## config.mk

```make
export PLATFORM = sky130hd
export DESIGN_NAME = mul_add_seq
export DESIGN_NICKNAME = d
export VERILOG_FILES = /design/src/rtl/mul_add_seq.sv
export SDC_FILE = /design/constraint.sdc
export NUM_CORES = 1
export LEC_CHECK = 0
export CAP_MARGIN = 20
export CORE_ASPECT_RATIO = 1.75
export CORE_MARGIN = 2
export CORE_UTILIZATION = 55
export CTS_BUF_LIST = sky130_fd_sc_hd__clkbuf_8 sky130_fd_sc_hd__clkbuf_16
export CTS_CLUSTER_DIAMETER = 60
export DETAILED_ROUTE_END_ITERATION = 10
export GPL_ROUTABILITY_DRIVEN = 0
export GPL_TIMING_DRIVEN = 1
export PLACE_DENSITY = 0.84
export SYNTH_ARGS = -nofsm -noshare
export SYNTH_HDL_FRONTEND = slang
export SYNTH_SLANG_ARGS = --single-unit
```

## constraint.sdc

```tcl
create_clock -name clk -period 2.79 [get_ports clk]
set_input_delay 0.4185 -clock clk [delete_from_list [all_inputs] [get_ports clk]]
set_output_delay 0.4185 -clock clk [all_outputs]
set_load 0.02 [all_outputs]
```

## src/rtl/mul_add_seq.sv

```systemverilog
// Sequential unsigned multiply-add, P = X*Y + Z, retiring one multiplier bit per clock.
// Pairs with the restoring divider to rebuild a dividend from quotient, divisor and remainder.
module mul_add_seq #(
    parameter int WIDTH = 8
) (
    input  logic               clk,
    input  logic               reset,
    input  logic               start,
    input  logic [WIDTH-1:0]   X,
    input  logic [WIDTH-1:0]   Y,
    input  logic [WIDTH-1:0]   Z,
    output logic [2*WIDTH-1:0] P,
    output logic               busy,
    output logic               ok,
    output logic               done
);

    localparam int CNT_W = (WIDTH > 1) ? $clog2(WIDTH) : 1;

    typedef enum logic [1:0] {
        IDLE = 2'd0,
        RUN  = 2'd1,
        DONE = 2'd2
    } state_t;

    state_t               r_state;
    state_t               w_stateNext;
    logic                 w_load;
    logic                 w_last;
    logic [2*WIDTH-1:0]   w_accSum;

    logic [2*WIDTH-1:0]   r_acc;
    logic [2*WIDTH-1:0]   r_mcand;
    logic [WIDTH-1:0]     r_mplier;
    logic [CNT_W-1:0]     r_cnt;
    logic [2*WIDTH-1:0]   r_p;
    logic                 r_busy;
    logic                 r_done;

    always_ff @(posedge clk or posedge reset) begin
        if (reset) begin
            r_state <= IDLE;
        end else begin
            r_state <= w_stateNext;
        end
    end

    // start is only honoured outside RUN; the last iteration is the one seen with cnt==0
    always_comb begin
        w_stateNext = r_state;
        w_load      = 1'b0;
        w_last      = 1'b0;
        case (r_state)
            IDLE, DONE: begin
                if (start) begin
                    w_load      = 1'b1;
                    w_stateNext = RUN;
                end
            end
            RUN: begin
                if (r_cnt == '0) begin
                    w_last      = 1'b1;
                    w_stateNext = DONE;
                end
            end
            default: begin
                w_stateNext = IDLE;
            end
        endcase
    end

    // The sum cannot exceed 2^(2W) - 2^W, so the carry out is dropped safely
    assign w_accSum = r_mplier[0] ? (r_acc + r_mcand) : r_acc;

    always_ff @(posedge clk or posedge reset) begin
        if (reset) begin
            r_acc    <= '0;
            r_mcand  <= '0;
            r_mplier <= '0;
            r_cnt    <= '0;
            r_p      <= '0;
        end else if (w_load) begin
            r_acc    <= {{WIDTH{1'b0}}, Z};
            r_mcand  <= {{WIDTH{1'b0}}, X};
            r_mplier <= Y;
            r_cnt    <= CNT_W'(WIDTH - 1);
        end else if (r_state == RUN) begin
            r_acc    <= w_accSum;
            r_mcand  <= r_mcand << 1;
            r_mplier <= r_mplier >> 1;
            if (w_last) begin
                r_p <= w_accSum;
            end else begin
                r_cnt <= r_cnt - 1'b1;
            end
        end
    end

    // Status flags are registered so no input reaches an output combinationally
    always_ff @(posedge clk or posedge reset) begin
        if (reset) begin
            r_busy <= 1'b0;
            r_done <= 1'b0;
        end else begin
            r_busy <= (w_stateNext == RUN);
            r_done <= w_last;
        end
    end

    assign P    = r_p;
    assign busy = r_busy;
    assign ok   = ~r_busy;
    assign done = r_done;

endmodule
```

* Word level (Yosys, flattened, before mapping) *
Index checks and enable logic that the tools add are counted.

storage, ports and cells
  input bits = 27
  flip-flop bits (word level) = 63
  output and inout bits = 19
  memory bits (writable) = 0
  bits in read-only memories = 0
  word-level logic and storage cells = 39
  memories = 0
  bits in latches = 0

operators by class
  bitwise operators = 2
  equal/unequal tests = 4
  div/mod/pow operators = 0
  reductions and logical operators = 6
  shift operators = 0
  $lt $le $gt $ge = 0
  add/subtract/negate cells = 2
  multiplexer cells = 17
  multipliers = 0

operators with widths
  kind                 number
  $mux 16              5
  $add 16x16->16       1
  $mux 8               2
  $mux 3               3
  $eq 2x1->1 const B   2
  $mux 1               4
  $mux 2               2
  $pmux 2 s2           1
  $logic_not 3->1      1
  $reduce_and 3->1     1
  $sub 3x1->3 const B  1
  $eq 2x2->1 const B   1
  $logic_not 2->1      1
  $ne 2x2->1 const B   1
  $not 1->1            2
  $reduce_and 2->1     1
  $reduce_bool 2->1    1
  $reduce_or 2->1      1

* Longest topological paths before layout *
Gate-level depths: netlist (run 1).

  depth after elaboration = 6
  mapped depth = 9
  mapped depth without buffers = 9

* Worst setup path after synthesis (run 1) *
No wires, ideal clock.

  path kind = register -> register
  start = register r_acc[0]
  end = register r_p[8], in the netlist P[8]
  buffers on the path = 0
  clock period less this slack = 2.360 ns
  library setup time = 0.125 ns
  cell stages (with the launch flop) = 10
  data required time = 2.665 ns
  arrival = 2.236 ns
  setup slack = 0.430 ns
  path through = dfrtp_1 -> ha_1 -> fa_1 -> a21o_1 -> a221oi_2 -> o21bai_1 -> a21oi_1 -> xor2_1 -> o21ai_1 -> mux2_2

between the ends
  word-level cells in the longest chain between the ends = 2

ends and longest elaborated chain
  element                 RTL line  source
  start, declared         32        logic [2*WIDTH-1:0] r_acc;
  start signal, assigned  83        r_acc <= {{WIDTH{1'b0}}, Z};
  start signal, assigned  88        r_acc <= w_accSum;
  $add 16x16->16          73        assign w_accSum = r_mplier[0] ? (r_acc + r_mcand) : r_acc;
  $mux 16                 73
  end signal, assigned    92        r_p <= w_accSum;
  end, declared           36        logic [2*WIDTH-1:0] r_p;

Every way passes these cells.
A chain may end at the register's enable or synchronous reset.

* Worst setup path after layout (run 1) *
  start = register r_mcand[0]
  end = register r_p[8], in the netlist P[8]

between the ends
  word-level cells in the longest chain between the ends = 2

ends and longest elaborated chain
  element                 RTL line  source
  start, declared         33        logic [2*WIDTH-1:0] r_mcand;
  start signal, assigned  84        r_mcand <= {{WIDTH{1'b0}}, X};
  start signal, assigned  89        r_mcand <= r_mcand << 1;
  $add 16x16->16          73
  $mux 16                 73

Every way passes these cells.

==> key figures, run 1 <==
Floorplanning
  • Initial Utilization: 0.571
  • Die ar.: 6770 sq um
  • Core ar.: 5880 sq um
  • Row count: 37
  • Width of the die: 63.0 um
  • Die Y: 107 um
  • I/O pins: 46

Global routing
  • First-pass GRT wire length: 13000 um
  • GRT met3 Usage: 0.0544
  • Total GRT Usage: 0.252
  • Largest net degree at the start of global routing: 35
  • Met1 Usage GRT: 0.291
  • GRT Max-Usage Layer: met2
  • Met2 usage in global routing: 0.432
  • Grt total ovfl: 0
  • Vias in the first global route: 2824
  • Initial antenna violation count: 0

Synthesis
  • Synth Cell Area: 3360 sq um
  • Yosys top cell area share: 0.470
  • Ys async rst share: 1.00
  • Gate Count Post-Synth: 353
  • Commonest cells in the netlist: nand2_1 (72), dfrtp_1 (63), o21ai_0 (26), a22oi_1 (19)
  • Dominant synthesized flop cell: dfrtp_1
  • Cell taking the most area after synthesis: dfrtp_1
  • Syn avg cell area: 9.51 sq um
  • Synth warn: 0
  • Top post-synthesis cells by area: dfrtp_1 (47%), nand2_1 (8.1%), ha_1 (6.3%), a22oi_1 (4.3%), o21ai_0 (3.9%)
  • Post-Syn Nets: 398
  • #FFs+latches synth: 63
  • Post-synth EDFFs: 0
  • Top-count cell post-synth: nand2_1
  • Post-synth cell types: 42
  • Seq/Total Area, Yosys: 0.470

Timing
  • Max Slew Vio Count: 0
  • Unrepaired setup endpoints after global routing: false
  • Clock skew: 0.00624 ns
  • Fin crit period: 2.61 ns
  • TNS Setup: 0 ns
  • FMAX: 0.383 GHz
  • Worst Tran Pin Value: 0.730 ns
  • Tcrit/Tclk final: 0.937
  • Final setup vio count: 0
  • Rel. slew slack: 0.508
  • Final hold viol count: 0

Power and ir drop
  • IR Drop Worst-Case VDD: 564 uV
  • Switching power: 2.15 mW
  • Total power density per cell area: 1210 nW/um^2
  • Gate power share: 0.540
  • Clock power share: 0.132
  • Sequential share of power: 0.328
  • P_leak: 1.96 nW
  • Int Power: 2.78 mW
  • Sw Share: 0.436

Clock network
  • Htree depth: 3
  • Num Clock Sinks: 63
  • # Post-CTS Setup Buffers: 0
  • Clock transition at path regs: 0.06 ns
  • Clock root buffer: clkbuf_8
  • CTS Hold Bufs: 0
  • Max clock buf depth: 2
  • CTS tree: done
  • CTS buffer count: 9
  • Gates resized, CTS repair: 0
  • Latest clock arrival within the worst-skew pair: 0.34 ns

Cells and area
  • Non-filler cells, final: 481
  • Fin nets: 444
  • Design Area, Final: 4070 sq um
  • Inserted Diodes: 0
  • Fraction of layout cells with a size suffix above 1: 0.0769
  • Fillers: 482
  • Synth-to-Final Area Change: 21.3%

Setup path
  • Worst reg-to-reg path cell count: 9
  • Data required, critical path: 3.01 ns
  • Critical path class: flip-flop to flip-flop
  • Slowest cell on crit path: fa_1
  • Critical path arrival: 2.83 ns
  • Endpoint class of the critical path: flip-flop
  • Critical path cell sequence: ha_1 > fa_1 > a21o_1 > a221oi_2 > o21bai_1 > a21oi_1 > xor2_1 > o21ai_1 > mux2_2
  • Worst Path Max Fanout: 4
  • Max stage delay on crit path: 0.41 ns
  • Startpoint Class: flip-flop

Placed design
  • Post-placement cell area: 3910 sq um
  • Detailed placement HPWL: 5650 um
  • DP Cell Count: 466
  • # port buffers: 45

Drt
  • Wirelength per Cell: 15.8 um
  • Vias: 2790
  • DR vias/cell: 5.80
  • Drt first pass iters: 5
  • DRC: 0
  • Drt first-iter violations: 173
  • Antenna-violating nets left: 0
  • Final wirelength: 7610 um

Flow run
  • Max Cap Viol: 0

Status
  • Outcome: finished clean

Min path
  • WHS Path Cells: 1
  • Worst Hold Class: flip-flop to flip-flop
[registers in the layout, indices dropped and copies added (netlist names)]
name and flops:
r_acc 16, busy 1, done 1, r_mcand 16, P 16, r_mplier 8
r_state 2, r_cnt 3
[per-layer routing]
layer,vias up,wire length (um)
li1,1359,-
met4,0,243
met5,-,0
met3,19,271
met2,64,4050
met1,1348,3050
[area by class of cell]
type / count / area, sq um / area share
flip-flops and latches: 63 / 1580 / 0.387
multi-input cells: 261 / 1670 / 0.411
well taps: 78 / 97.6 / 0.0240
inverters: 10 / 37.5 / 0.00922
repair buffers: 54 / 531 / 0.130
clock buffers: 10 / 138 / 0.0338
clock inverters: 5 / 20.0 / 0.00492
[final timing paths]
path	end	slack (ns)	start
setup reg to reg	P[8]	0.18	r_mcand[0]
hold / removal	r_cnt[0]	0.47	r_cnt[0]
max in group asynchronous	r_state[0]	1.70	reset
min in group asynchronous	r_mplier[3]	0.50	reset
hold reg to reg	r_cnt[0]	0.47	r_cnt[0]
setup / recovery	P[8]	0.18	r_mcand[0]
[stage by stage]
| step | power (mW) | setup WS, ns | util | hold slack (ns) |
|---|---|---|---|---|
| after floorplan | 3.47 | 0.430 | - | 0.440 |
| after global placement | 4.17 | 0.296 | 0.666 | 0.453 |
| after detailed placement | 4.27 | 0.246 | 0.666 | 0.463 |
| after CTS | 4.95 | 0.185 | 0.692 | 0.471 |
| after global routing | 5.35 | 0.0410 | 0.692 | 0.492 |
| final | 4.93 | 0.176 | 0.692 | 0.468 |
[critical path: cells and delay by family, from the launching register on]
family / cells / cell delay, ns
AO/OA/AOI/OAI: 5 / 0.94
adder cells (fa/ha/maj): 2 / 0.65
flip-flops: 1 / 0.40
multiplexers: 1 / 0.29
XOR/XNOR: 1 / 0.22
[power groups by stage]
stage	Combinational [mW]	Clock, mW	Sequential [mW]
final	2.67	0.651	1.62
after global routing	2.97	0.711	1.66
after CTS	2.68	0.665	1.61
after detailed placement	2.65	0	1.62
after global placement	2.57	0	1.60
after floorplan	1.81	0	1.66
[cells by family (layout without fill, tap and decap cells)]
group	count (synthesis)	count (layout)	share of synthesized area
multiplexers	8	8	0.0261
AO/OA/AOI/OAI	110	110	0.226
flip-flops	63	63	0.470
adder cells (fa/ha/maj)	18	18	0.0694
buffers and inverters	29	79	0.0328
XOR/XNOR	13	13	0.0339
AND/OR/NAND/NOR	112	112	0.142
[layout by cell type, fill, tap and decap left out, types with 5 or more instances in the layout]
cell type	n
o21ai_0	26
a21o_1	6
a21oi_1	16
ha_1	17
nor2_1	12
mux2i_1	5
clkdlybuf4s50_1	45
nor2b_1	5
nand2_1	72
clkbuf_8	10
nand3_1	12
inv_1	13
dfrtp_1	63
a31oi_1	5
xor2_1	5
buf_4	8
a22oi_1	19
xnor2_1	8
a22o_1	10
Note: power is estimated with default switching activity, not from simulation.
==> run 2: changes to the inputs <==
- SETUP_SLACK_MARGIN: not set -> 0.2
==> key figures, run 2 (synthesized netlist as in run 1, its figures left out) <==
Min path
  • Worst Hold Class: flip-flop to flip-flop
  • WHS Path Cells: 1
  • End of the worst hold path: r_cnt[0]
  • Hold path start: r_cnt[0]

Setup path
  • Max stage delay on crit path: 0.40 ns
  • Critical path arrival: 2.75 ns
  • Worst reg-to-reg path cell count: 9
  • Critical path class: flip-flop to flip-flop
  • CP top delay family: compound AO/OA/AOI/OAI gates
  • Startpoint Class: flip-flop
  • RR Startpoint: r_mcand[0]
  • Critical path cell sequence: ha_1 > fa_2 > a21o_1 > a221oi_4 > o21bai_1 > a21oi_2 > xor2_1 > o21ai_1 > mux2_2
  • Reg2Reg Setup Slack: 0.26 ns
  • CP Buf/Inv Count: 0
  • Slowest cell on crit path: dfrtp_1
  • Worst reg2reg endpoint: P[8]
  • Data required, critical path: 3.01 ns
  • Worst Path Max Fanout: 4
  • Endpoint class of the critical path: flip-flop

Power and ir drop
  • Total power density per cell area: 1230 nW/um^2
  • Overall power: 5.04 mW
  • IR Drop Worst-Case VDD: 602 uV
  • P_leak: 1.98 nW

Floorplanning
  • Row count: 37
  • Die Y: 107 um
  • Core ar.: 5880 sq um
  • Initial Utilization: 0.571
  • Die ar.: 6770 sq um
  • Width of the die: 63.0 um
  • I/O pins: 46

Placed design
  • # port buffers: 45
  • Post-placement cell area: 3910 sq um
  • Detailed placement HPWL: 5650 um

Global routing
  • Total GRT Usage: 0.253
  • GRT Max-Usage Layer: met2
  • Initial antenna violation count: 0
  • Largest net degree at the start of global routing: 35
  • Met1 Usage GRT: 0.293
  • First-pass GRT wire length: 13100 um
  • Met2 usage in global routing: 0.432
  • GRT met3 Usage: 0.0544
  • Vias in the first global route: 2829
  • Grt total ovfl: 0

Cells and area
  • Most common cell after layout, fill and taps aside: nand2_1
  • Most frequent cells in the layout: nand2_1 (72), dfrtp_1 (63), clkdlybuf4s50_1 (45), o21ai_0 (25), a22oi_1 (19)
  • Fraction of layout cells with a size suffix above 1: 0.0866
  • Sequential cell area: 1580 sq um
  • Inserted Diodes: 0
  • Fillers: 474
  • Design Area, Final: 4100 sq um
  • Synth-to-Final Area Change: 22.3%
  • Area occupied by multi-input gates: 1700 sq um
  • Fin nets: 445

Clock network
  • Num Clock Sinks: 63
  • Htree depth: 3
  • Clock transition at path regs: 0.07 ns
  • Latest clock arrival within the worst-skew pair: 0.34 ns
  • CTS buffer count: 9
  • CTS Hold Bufs: 0
  • Max clock buf depth: 2
  • Clock root buffer: clkbuf_8
  • CTS tree: done

Timing
  • FMAX: 0.396 GHz
  • Tcrit/Tclk final: 0.905
  • Final hold viol count: 0
  • Final setup vio count: 0
  • Hold slack: 0.468 ns
  • Rel. slew slack: 0.511
  • Fin crit period: 2.53 ns
  • Unrepaired setup endpoints after global routing: true
  • Max Slew Vio Count: 0
  • Clock skew: 0.00676 ns
  • TNS Setup: 0 ns
  • Worst Tran Pin Value: 0.726 ns

Status
  • Outcome: finished clean

Drt
  • Wirelength per Cell: 15.9 um
  • Final wirelength: 7680 um
  • DRC: 0
  • DR vias/cell: 5.82
  • Antenna-violating nets left: 0
  • Drt first pass iters: 4
  • Drt first-iter violations: 162
  • Vias: 2807

Flow run
  • Max Cap Viol: 0
==> run 2: worst max-delay path by stage <==
stage	startpoint	to	slack, ns	cells past startpoint
after floorplan	r_acc[0]	P[8]	0.43	9
after global placement	r_acc[0]	P[8]	0.30	9
after detailed placement	r_mcand[0]	P[8]	0.25	9
after CTS	r_mcand[0]	P[8]	0.24	9
after global routing	r_acc[1]	P[9]	0.13	8
final	r_mcand[0]	P[8]	0.26	9
==> run 2: layer usage <==
metal | up-vias | wire length (um)
li1 | 1356 | -
met1 | 1369 | 3050
met2 | 61 | 4120
met3 | 21 | 246
met4 | 0 | 266
met5 | - | 0
==> run 2: area by class of cell <==
cell class                 count  area share
clock buffer                  10      0.0335
clock inverter                 5     0.00488
inverter                      10     0.00915
multi-input combinational    261       0.413
sequential                    63       0.384
tap                           78      0.0238
timing repair buffer          55       0.131
==> run 2: report_power, final <==
group	leakage, nW	internal [mW]	switching (mW)
combinational	1.08	1.21	1.56
sequential	0.799	1.31	0.311
clock	0.0971	0.327	0.327
total	1.98	2.84	2.20
==> run 2: metrics by stage <==
stage | util | std cells | setup slack (ns)
after floorplan | - | 353 | 0.430
after global placement | 0.666 | 466 | 0.296
after detailed placement | 0.666 | 466 | 0.246
after CTS | 0.694 | 481 | 0.235
after global routing | 0.698 | 482 | 0.129
final | 0.698 | 482 | 0.265
==> run 2: worst register-to-register path, stage by stage (launching register included) <==
cell,delay [ns]
dfrtp_1,0.40
ha_1,0.24
fa_2,0.36
a21o_1,0.23
a221oi_4,0.32
o21bai_1,0.12
a21oi_2,0.14
xor2_1,0.21
o21ai_1,0.10
mux2_2,0.29
==> run 2: what timing repair did <==
action,in CTS,in global routing
hold endpoints to repair,0,0
buffers inserted,0,1
gates resized for setup,1,4
pin swaps,1,4
setup endpoints to repair,1,4
